File: config.mk
export PLATFORM = sky130hd
export DESIGN_NAME = half_adder
export DESIGN_NICKNAME = d
export VERILOG_FILES = /design/src/rtl/half_adder.sv
export SDC_FILE = /design/constraint.sdc
export NUM_CORES = 1
export LEC_CHECK = 0
export BUFFER_PORTS_ARGS = -buffer_cell sky130_fd_sc_hd__clkbuf_2
export CAP_MARGIN = 20
export CORE_AREA = 3 3 40 42
export CTS_BUF_LIST = sky130_fd_sc_hd__clkbuf_4
export CTS_CLUSTER_DIAMETER = 30
export DETAILED_ROUTE_END_ITERATION = 7
export DIE_AREA = 0 0 43 45
export PLACE_DENSITY = 0.63
export SYNTH_ARGS = -nofsm -noshare
export SYNTH_HDL_FRONTEND = slang
export SYNTH_SLANG_ARGS = --single-unit
export TNS_END_PERCENT = 1
File: constraint.sdc
create_clock -name clk -period 1.35 [get_ports clk]
set_clock_uncertainty 0.1 [all_clocks]
set_input_delay 0.0675 -clock clk [delete_from_list [all_inputs] [get_ports clk]]
set_output_delay 0.0675 -clock clk [all_outputs]
set_load 0.1 [all_outputs]
File: src/rtl/half_adder.sv
// Registered lane-parallel half adder with carry
// activity flag and saturating carry-event counter.
module half_adder #(
  parameter int WIDTH = 1,
  parameter int CNT_W = 8
) (
  input  logic             clk,
  input  logic             rst,
  input  logic             in_valid,
  input  logic [WIDTH-1:0] a,
  input  logic [WIDTH-1:0] b,
  output logic [WIDTH-1:0] sum,
  output logic [WIDTH-1:0] carry,
  output logic             out_valid,
  output logic             carry_any,
  output logic [CNT_W-1:0] carry_count
);

  logic [WIDTH-1:0] r_sum;
  logic [WIDTH-1:0] r_carry;
  logic             r_valid;
  logic [CNT_W-1:0] r_cnt;

  logic [WIDTH-1:0] w_sum;
  logic [WIDTH-1:0] w_carry;
  logic             w_carry_evt;
  logic             w_cnt_max;

  assign w_sum       = a ^ b;
  assign w_carry     = a & b;
  assign w_carry_evt = |w_carry;
  assign w_cnt_max   = &r_cnt;

  always_ff @(posedge clk) begin
    if (rst) begin
      r_sum   <= '0;
      r_carry <= '0;
      r_valid <= 1'b0;
      r_cnt   <= '0;
    end else begin
      r_valid <= in_valid;
      if (in_valid) begin
        r_sum   <= w_sum;
        r_carry <= w_carry;
        // saturate rather than wrap
        if (w_carry_evt && !w_cnt_max)
          r_cnt <= r_cnt + 1'b1;
      end
    end
  end

  assign sum         = r_sum;
  assign carry       = r_carry;
  assign out_valid   = r_valid;
  assign carry_any   = |r_carry;
  assign carry_count = r_cnt;

endmodule

==> results of run 1 <==
-- final cells by class --
cell class	count	share of cell area (%)
tap	15	2.57
sequential	11	34.1
timing repair buffer	19	17.5
clock buffer	4	4.11
multi-input combinational	38	40.8
inverter	2	1.03
-- synthesized netlist by cell type (all sizes together) (2+ instances only) --
cell type,instances
dfxtp,11
nor2,10
xnor2,3
xor2,3
a211oi,2
a21oi,2
and4,2
ha,2
inv,2
mux2i,2
nand3,2
nand4,2
o211ai,2
-- logic make-up after synthesis --
| family | synth area share [%] |
|---|---|
| flip-flops | 43.7 |
| XOR/XNOR | 10.4 |
| AND/OR/NAND/NOR | 21.6 |
| multiplexers | 3.97 |
| adder cells (fa/ha/maj) | 4.96 |
| buffers and inverters | 3.72 |
| AO/OA/AOI/OAI | 11.7 |
-- registers in the layout, summed over array words and instances (netlist names) --
name	flops
carry_count	8
carry	1
out_valid	1
sum	1
-- metal layers --
metal  vias up  global-route usage (%)
li1        232                       -
met1       200                    15.0
met2        17                    19.2
met3         2                    4.78
met4         0                    5.42
met5         -                       0
-- per-stage QoR --
step           instance area, um2  TNS (ns)  instances
2_1_floorplan                 553     -1.11         53
3_3_place_gp                  678         0         84
3_5_place_dp                  678   -0.0103         84
4_1_cts                       723         0         89
5_1_grt                       731    -0.135         89
6_report                      731         0         89
-- critical path, delay by kind of cell (launching register included) --
| kind | cells | cell delay [ns] |
|---|---|---|
| AO/OA/AOI/OAI | 2 | 0.46 |
| flip-flops | 1 | 0.36 |
| adder cells (fa/ha/maj) | 1 | 0.15 |
| buffers and inverters | 1 | 0.14 |
-- path summary, 6_finish.rpt --
kind,start,end,slack (ns),cells past startpoint
min,in_valid,sum,0.01,3
max,carry_count[1],carry_count[7],0.02,4
min reg2reg,carry_count[7],carry_count[7],0.40,2
max reg2reg,carry_count[1],carry_count[7],0.02,4
-- report_power, final --
group	switching (mW)	total (mW)	internal, mW
registers	0.00475	0.324	0.319
clock network	0.108	0.243	0.134
logic	0.0833	0.111	0.0282
total	0.196	0.678	0.482
-- what timing repair did --
item | in CTS | in global routing
pin swaps | 0 | 2
hold buffers | 1 | 0
endpoints found under the hold margin | 1 | 0
endpoints found under the setup margin | 1 | 5
resized for setup | 1 | 1
==> summary.txt, run 1 <==
io pins: 17
most frequent cells in the layout: buf_4 (11), nor2_1 (10), dfxtp_4 (7), clkbuf_2 (7), clkbuf_4 (4)
CP Max Fanout: 4
critical path required time: 1.39 ns
Fin. Hold Viols: 0
final setup margin: 0.0166 ns
Core Util, Final: 56.9%
worst rel slew slack: 64.3%
count of unique library cells instantiated by Yosys: 22
Total Wirelength: 1030 um
die width: 43 um
Crit-path slowest cell: dfxtp_4
unrepaired setup endpoints after global routing: yes
Top Metal Used: met4
post-CTS setup buffers: 0
CTS Buffer Depth: 2
grt ovf: 0
largest net degree at the start of global routing: 12
fill count: 116
Final Cycle Share: 98.8%
Fin Hold WS: 0.0132 ns
post-synthesis sequential element count: 11
Clock transition at path regs: 0.07 ns
VDD IR max: 559 uV
CP Class: reg -> reg
post-route ant nets: 0
Seq/Total Area, Yosys: 43.7%
cells after synthesis: 53
met3 wire length: 92 um
initial antenna violation count: 0
Placeable Area: 0.00128 mm2
placer congestion estimate: 0.723
YS warnings: 0
layout net count: 82
first-pass GRT wire length: 1730 um
total CTS buffers: 3
DRT iter0 DRCs: 4
Initial Utilization: 39.2%
Net Count, Synth: 60
residual DRC count: 0
die area: 0.00194 mm2
number of global-route vias before repair: 405
Post-Place Worst Slack: -0.0103 ns
CTS tree: done
ANT cells: 0
P_leak: 0.308 nW
layout cells sized above 1: 51.4%
Max-Cap Viols: 0
Avg Cell Area, Syn: 9.51 um2
FMAX: 750 MHz
DR pass1 iterations: 6
Tot Pwr: 0.678 mW
critical path arrival: 1.38 ns
final setup vio count: 0
FF+latch area: 249 um2
GR Util All Layers: 12.3%
clk root buf: clkbuf_4
CP Cell Sequence: ha_4 > buf_4 > o41ai_1 > a21oi_1
Post-synth ARST share: 0%
crit path launch type: register
max-slew violations: 0
slowest cell delay on critical path: 0.36 ns
Period minus WS final: 1.33 ns
commonest non-fill, non-tap cell in the layout: buf_4
routed length on met2: 440 um
worst slew pin tran: 0.538 ns
clk_lat worst skew: 0.27 ns
total number of vias: 451
synthesis-to-layout area growth: 44.9%
Setup crit end kind: register
vias per cell: 5.07
H-tree depth: 1
Synth Flop Type: dfxtp_1
number of flops mapped to enable cells by yosys: 0
PwrDens: 928 mW/mm2
M1 wire length: 487 um
CTS Sinks: 11
drt wl/cell: 11.6 um
post-synthesis cell area: 504 um2
PortBufs: 16
row count: 13
Yosys top cell by area: dfxtp_1
status: finished, final reports clean
area occupied by multi-input gates: 298 um2
path type of the worst min-delay path: in -> reg
Synth area leaders: dfxtp_1 (44%), nor2_1 (7.4%), xnor2_1 (5.2%)
post-synth top area share: 43.7%
die height: 45 um
(Power assumes the default switching activity.)
==> run 2, diff against run 1 <==
- HOLD_SLACK_MARGIN: not set -> 0.08
- clock period: 1.35 -> 1.17 ns (I/O delays scaled with it)
==> summary.txt, run 2 (same netlist as run 1, synthesis figures left out) <==
Total Wirelength: 1310 um
max-slew violations: 0
DRT iter0 DRCs: 3
FF+latch area: 248 um2
H-tree depth: 1
die height: 45 um
worst slew pin tran: 0.271 ns
total CTS buffers: 3
Tot Pwr: 0.820 mW
initial antenna violation count: 0
slowest cell delay on critical path: 0.52 ns
Post-Place Worst Slack: -0.183 ns
DR pass1 iterations: 2
Setup crit end kind: register
die area: 0.00194 mm2
vias per cell: 5.05
Final Cycle Share: 115%
die width: 43 um
PortBufs: 16
residual DRC count: 0
Placed Cells: 95
DPL Wire Length: 916 um
FMAX: 746 MHz
PwrDens: 806 mW/mm2
GR Util All Layers: 17.4%
first-pass GRT wire length: 2460 um
unrepaired setup endpoints after global routing: yes
sum of negative setup slack: -0.797 ns
final setup vio count: 8
fill count: 84
total number of vias: 515
post-route insts no fill: 102
critical path required time: 1.27 ns
area occupied by multi-input gates: 327 um2
CTS Buffer Depth: 2
post-route ant nets: 0
max FFs per register: 8
failing checks: setup timing
clk root buf: clkbuf_4
Placeable Area: 0.00128 mm2
P_leak: 0.413 nW
layout cells sized above 1: 60.9%
grt ovf: 0
most frequent cells in the layout: buf_4 (14), buf_12 (12), nor2_1 (10)
CP Max Fanout: 3
largest net degree at the start of global routing: 12
Fin. Hold Viols: 0
layout net count: 95
clk_lat worst skew: 0.27 ns
Core Util, Final: 79.2%
Initial Utilization: 39.2%
Max-Cap Viols: 0
Period minus WS final: 1.34 ns
CTS Sinks: 11
number of global-route vias before repair: 548
row count: 13
Clock transition at path regs: 0.07 ns
status: complete, but fails checks
io pins: 17
worst rel slew slack: 81.7%
CP Cell Sequence: nand4_1 > or4_1 > a21oi_2
CTS tree: done
ANT cells: 0
commonest non-fill, non-tap cell in the layout: buf_4
critical path arrival: 1.44 ns
synthesis-to-layout area growth: 102%
path type of the worst min-delay path: in -> reg
VDD IR max: 664 uV
crit path launch type: register
placer congestion estimate: 0.739
Crit-path slowest cell: or4_1
cts hold-fix bufs: 1
final setup margin: -0.170 ns
drt wl/cell: 12.8 um
CP Class: reg -> reg
==> run 2: metrics by stage <==
| step | instance area (um2) | hold slack (ns) |
|---|---|---|
| finish | 1020 | 0.00477 |
| floorplan | 552 | 0.0202 |
| global route | 1020 | 0.0256 |
| CTS | 1010 | 0.0150 |
| detailed placement | 917 | 0.256 |
| global placement | 917 | 0.256 |
==> run 2: cell type report <==
| cell class | instances | share of cell area [%] |
|---|---|---|
| clock buffer | 4 | 2.95 |
| inverter | 2 | 0.738 |
| multi-input combinational | 38 | 32.1 |
| sequential | 11 | 24.4 |
| tap | 15 | 1.85 |
| timing repair buffer | 32 | 38.0 |
==> run 2: worst paths after layout <==
check	start	to	slack, ns	depth (start not counted)
max	carry_count[0]	carry_count[7]	-0.17	3
min	rst	carry_count[7]	0.005	2
max reg2reg	carry_count[0]	carry_count[7]	-0.17	3
min reg2reg	carry_count[7]	carry_count[7]	0.40	2
==> run 2: power by group <==
part	switching, mW	internal (mW)
logic	0.0984	0.0603
registers	0.00940	0.368
clock network	0.128	0.155
total	0.236	0.584
==> run 2: critical path, delay by kind of cell (launching register included) <==
family / cells / cell delay (ns)
compound gates: 1 / 0.14
flops: 1 / 0.36
simple gates: 2 / 0.67
==> run 2: what timing repair did <==
action,CTS,global route
hold endpoints to repair,11,11
gates resized for setup,6,2
endpoints found under the setup margin,8,8
buffers inserted,2,0
pin swaps,13,5
==> run 2: metal layers <==
layer,vias up,global-route usage [%],wire length [um]
met5,-,0,0
met4,0,12.7,52
met3,5,3.19,62
met2,15,30.2,680
met1,238,19.2,509
li1,257,-,-
==> run 3, diff against run 2 <==
- RECOVER_POWER: not set -> 100
==> summary.txt, run 3 (same netlist as run 1, synthesis figures left out) <==
status: complete, but fails checks
failing checks: setup timing
path type of the worst min-delay path: in -> reg
Fin Hold WS: 0.00413 ns
PwrDens: 859 mW/mm2
Clock transition at path regs: 0.07 ns
placer congestion estimate: 0.739
post-route ant nets: 0
Seq pwr share: 47.1%
worst rel slew slack: 80.1%
post-route insts no fill: 102
Hold Startpoint: rst
drt wl/cell: 13.0 um
worst setup path start: carry_count[0]
Sw Ratio: 29.1%
row count: 13
final setup margin: -0.170 ns
Initial Utilization: 39.2%
die area: 0.00194 mm2
Reg2Reg Setup Slack: -0.17 ns
commonest non-fill, non-tap cell in the layout: buf_4
DRT iter0 DRCs: 3
io pins: 17
Final Cycle Share: 115%
CTS Buffer Depth: 2
largest net degree at the start of global routing: 12
DPL Wire Length: 916 um
most frequent cells in the layout: buf_4 (16), nor2_1 (10), dfxtp_4 (6), buf_8 (6), clkbuf_4 (5)
die width: 43 um
GR Util All Layers: 17.4%
H-tree depth: 1
Clock power frac: 35.5%
fill count: 100
PortBufs: 16
ANT cells: 0
FMAX: 746 MHz
CP Class: reg -> reg
critical path required time: 1.27 ns
CP Max Fanout: 3
Placed Cells: 95
grt ovf: 0
RR Startpoint: carry_count[0]
Int Pwr: 0.566 mW
Post-Place Worst Slack: -0.183 ns
total number of vias: 514
vias per cell: 5.04
FF+latch area: 245 um2
clk_lat worst skew: 0.27 ns
residual DRC count: 0
Total Wirelength: 1320 um
CTS tree: done
die height: 45 um
layout net count: 95
area occupied by multi-input gates: 327 um2
Max-Cap Viols: 0
number of global-route vias before repair: 548
DR pass1 iterations: 4
worst slew pin tran: 0.300 ns
max FFs per register: 8
clk root buf: clkbuf_4
cts hold-fix bufs: 1
VDD IR max: 663 uV
layout cells sized above 1: 60.9%
synthesis-to-layout area growth: 84.4%
final setup vio count: 8
Psw: 0.232 mW
unrepaired setup endpoints after global routing: yes
Tot Pwr: 0.799 mW
CTS Sinks: 11
Placeable Area: 0.00128 mm2
initial antenna violation count: 0
sum of negative setup slack: -0.795 ns
max-slew violations: 0
Period minus WS final: 1.34 ns
P_leak: 0.392 nW
total CTS buffers: 3
critical path arrival: 1.44 ns
crit path launch type: register
first-pass GRT wire length: 2460 um
part of the power in combinational logic: 17.4%
Fin. Hold Viols: 0
Setup crit end kind: register
run 3: cell types whose count changed in the layout (fill, tap and decap cells not counted), sizes merged:
| cell | change |
|---|---|
| buf | -1 |
| clkbuf | +1 |
run 3: repair_timing:
action	in CTS	in global routing
setup buffers	2	0
endpoints found under the hold margin	11	11
resized for setup	6	2
pin swaps	13	5
setup endpoints to repair	8	8
run 3: final cells by class:
| type | instances | area share [%] |
|---|---|---|
| multi-input cells | 38 | 35.1 |
| repair buffers | 32 | 32.4 |
| flip-flops and latches | 11 | 26.4 |
| clock buffers | 4 | 3.23 |
| well taps | 15 | 2.02 |
| inverters | 2 | 0.808 |
run 3: worst max-delay path, cell delays in order (launching register included):
cell	delay, ns
dfxtp_4	0.36
nand4_1	0.15
or4_1	0.52
a21oi_2	0.14
run 3: per-stage QoR:
step,cell area (um2),utilization (%)
final,930,72.3
after CTS,1010,78.3
after global placement,917,71.4
after global routing,930,72.3
after floorplan,552,-
after detailed placement,917,71.4
run 3: worst paths after layout:
check                        end  cells after the start
setup / recovery  carry_count[7]                      3
hold / removal    carry_count[7]                      2
setup reg to reg  carry_count[7]                      3
hold reg to reg   carry_count[7]                      2
run 3: power by group through the flow:
stage / Sequential [mW] / Clock, mW / Combinational, mW
2_1_floorplan: 0.444 / 0 / 0.0357
3_3_place_gp: 0.386 / 0 / 0.155
3_5_place_dp: 0.387 / 0 / 0.156
4_1_cts: 0.378 / 0.289 / 0.160
5_1_grt: 0.378 / 0.316 / 0.148
6_report: 0.376 / 0.284 / 0.139
run 3: metal layers:
metal | vias to the layer above | GRT usage [%] | routed length [um]
li1 | 257 | - | -
met1 | 237 | 19.2 | 535
met2 | 15 | 30.2 | 674
met3 | 5 | 3.19 | 62
met4 | 0 | 12.7 | 52
met5 | - | 0 | 0
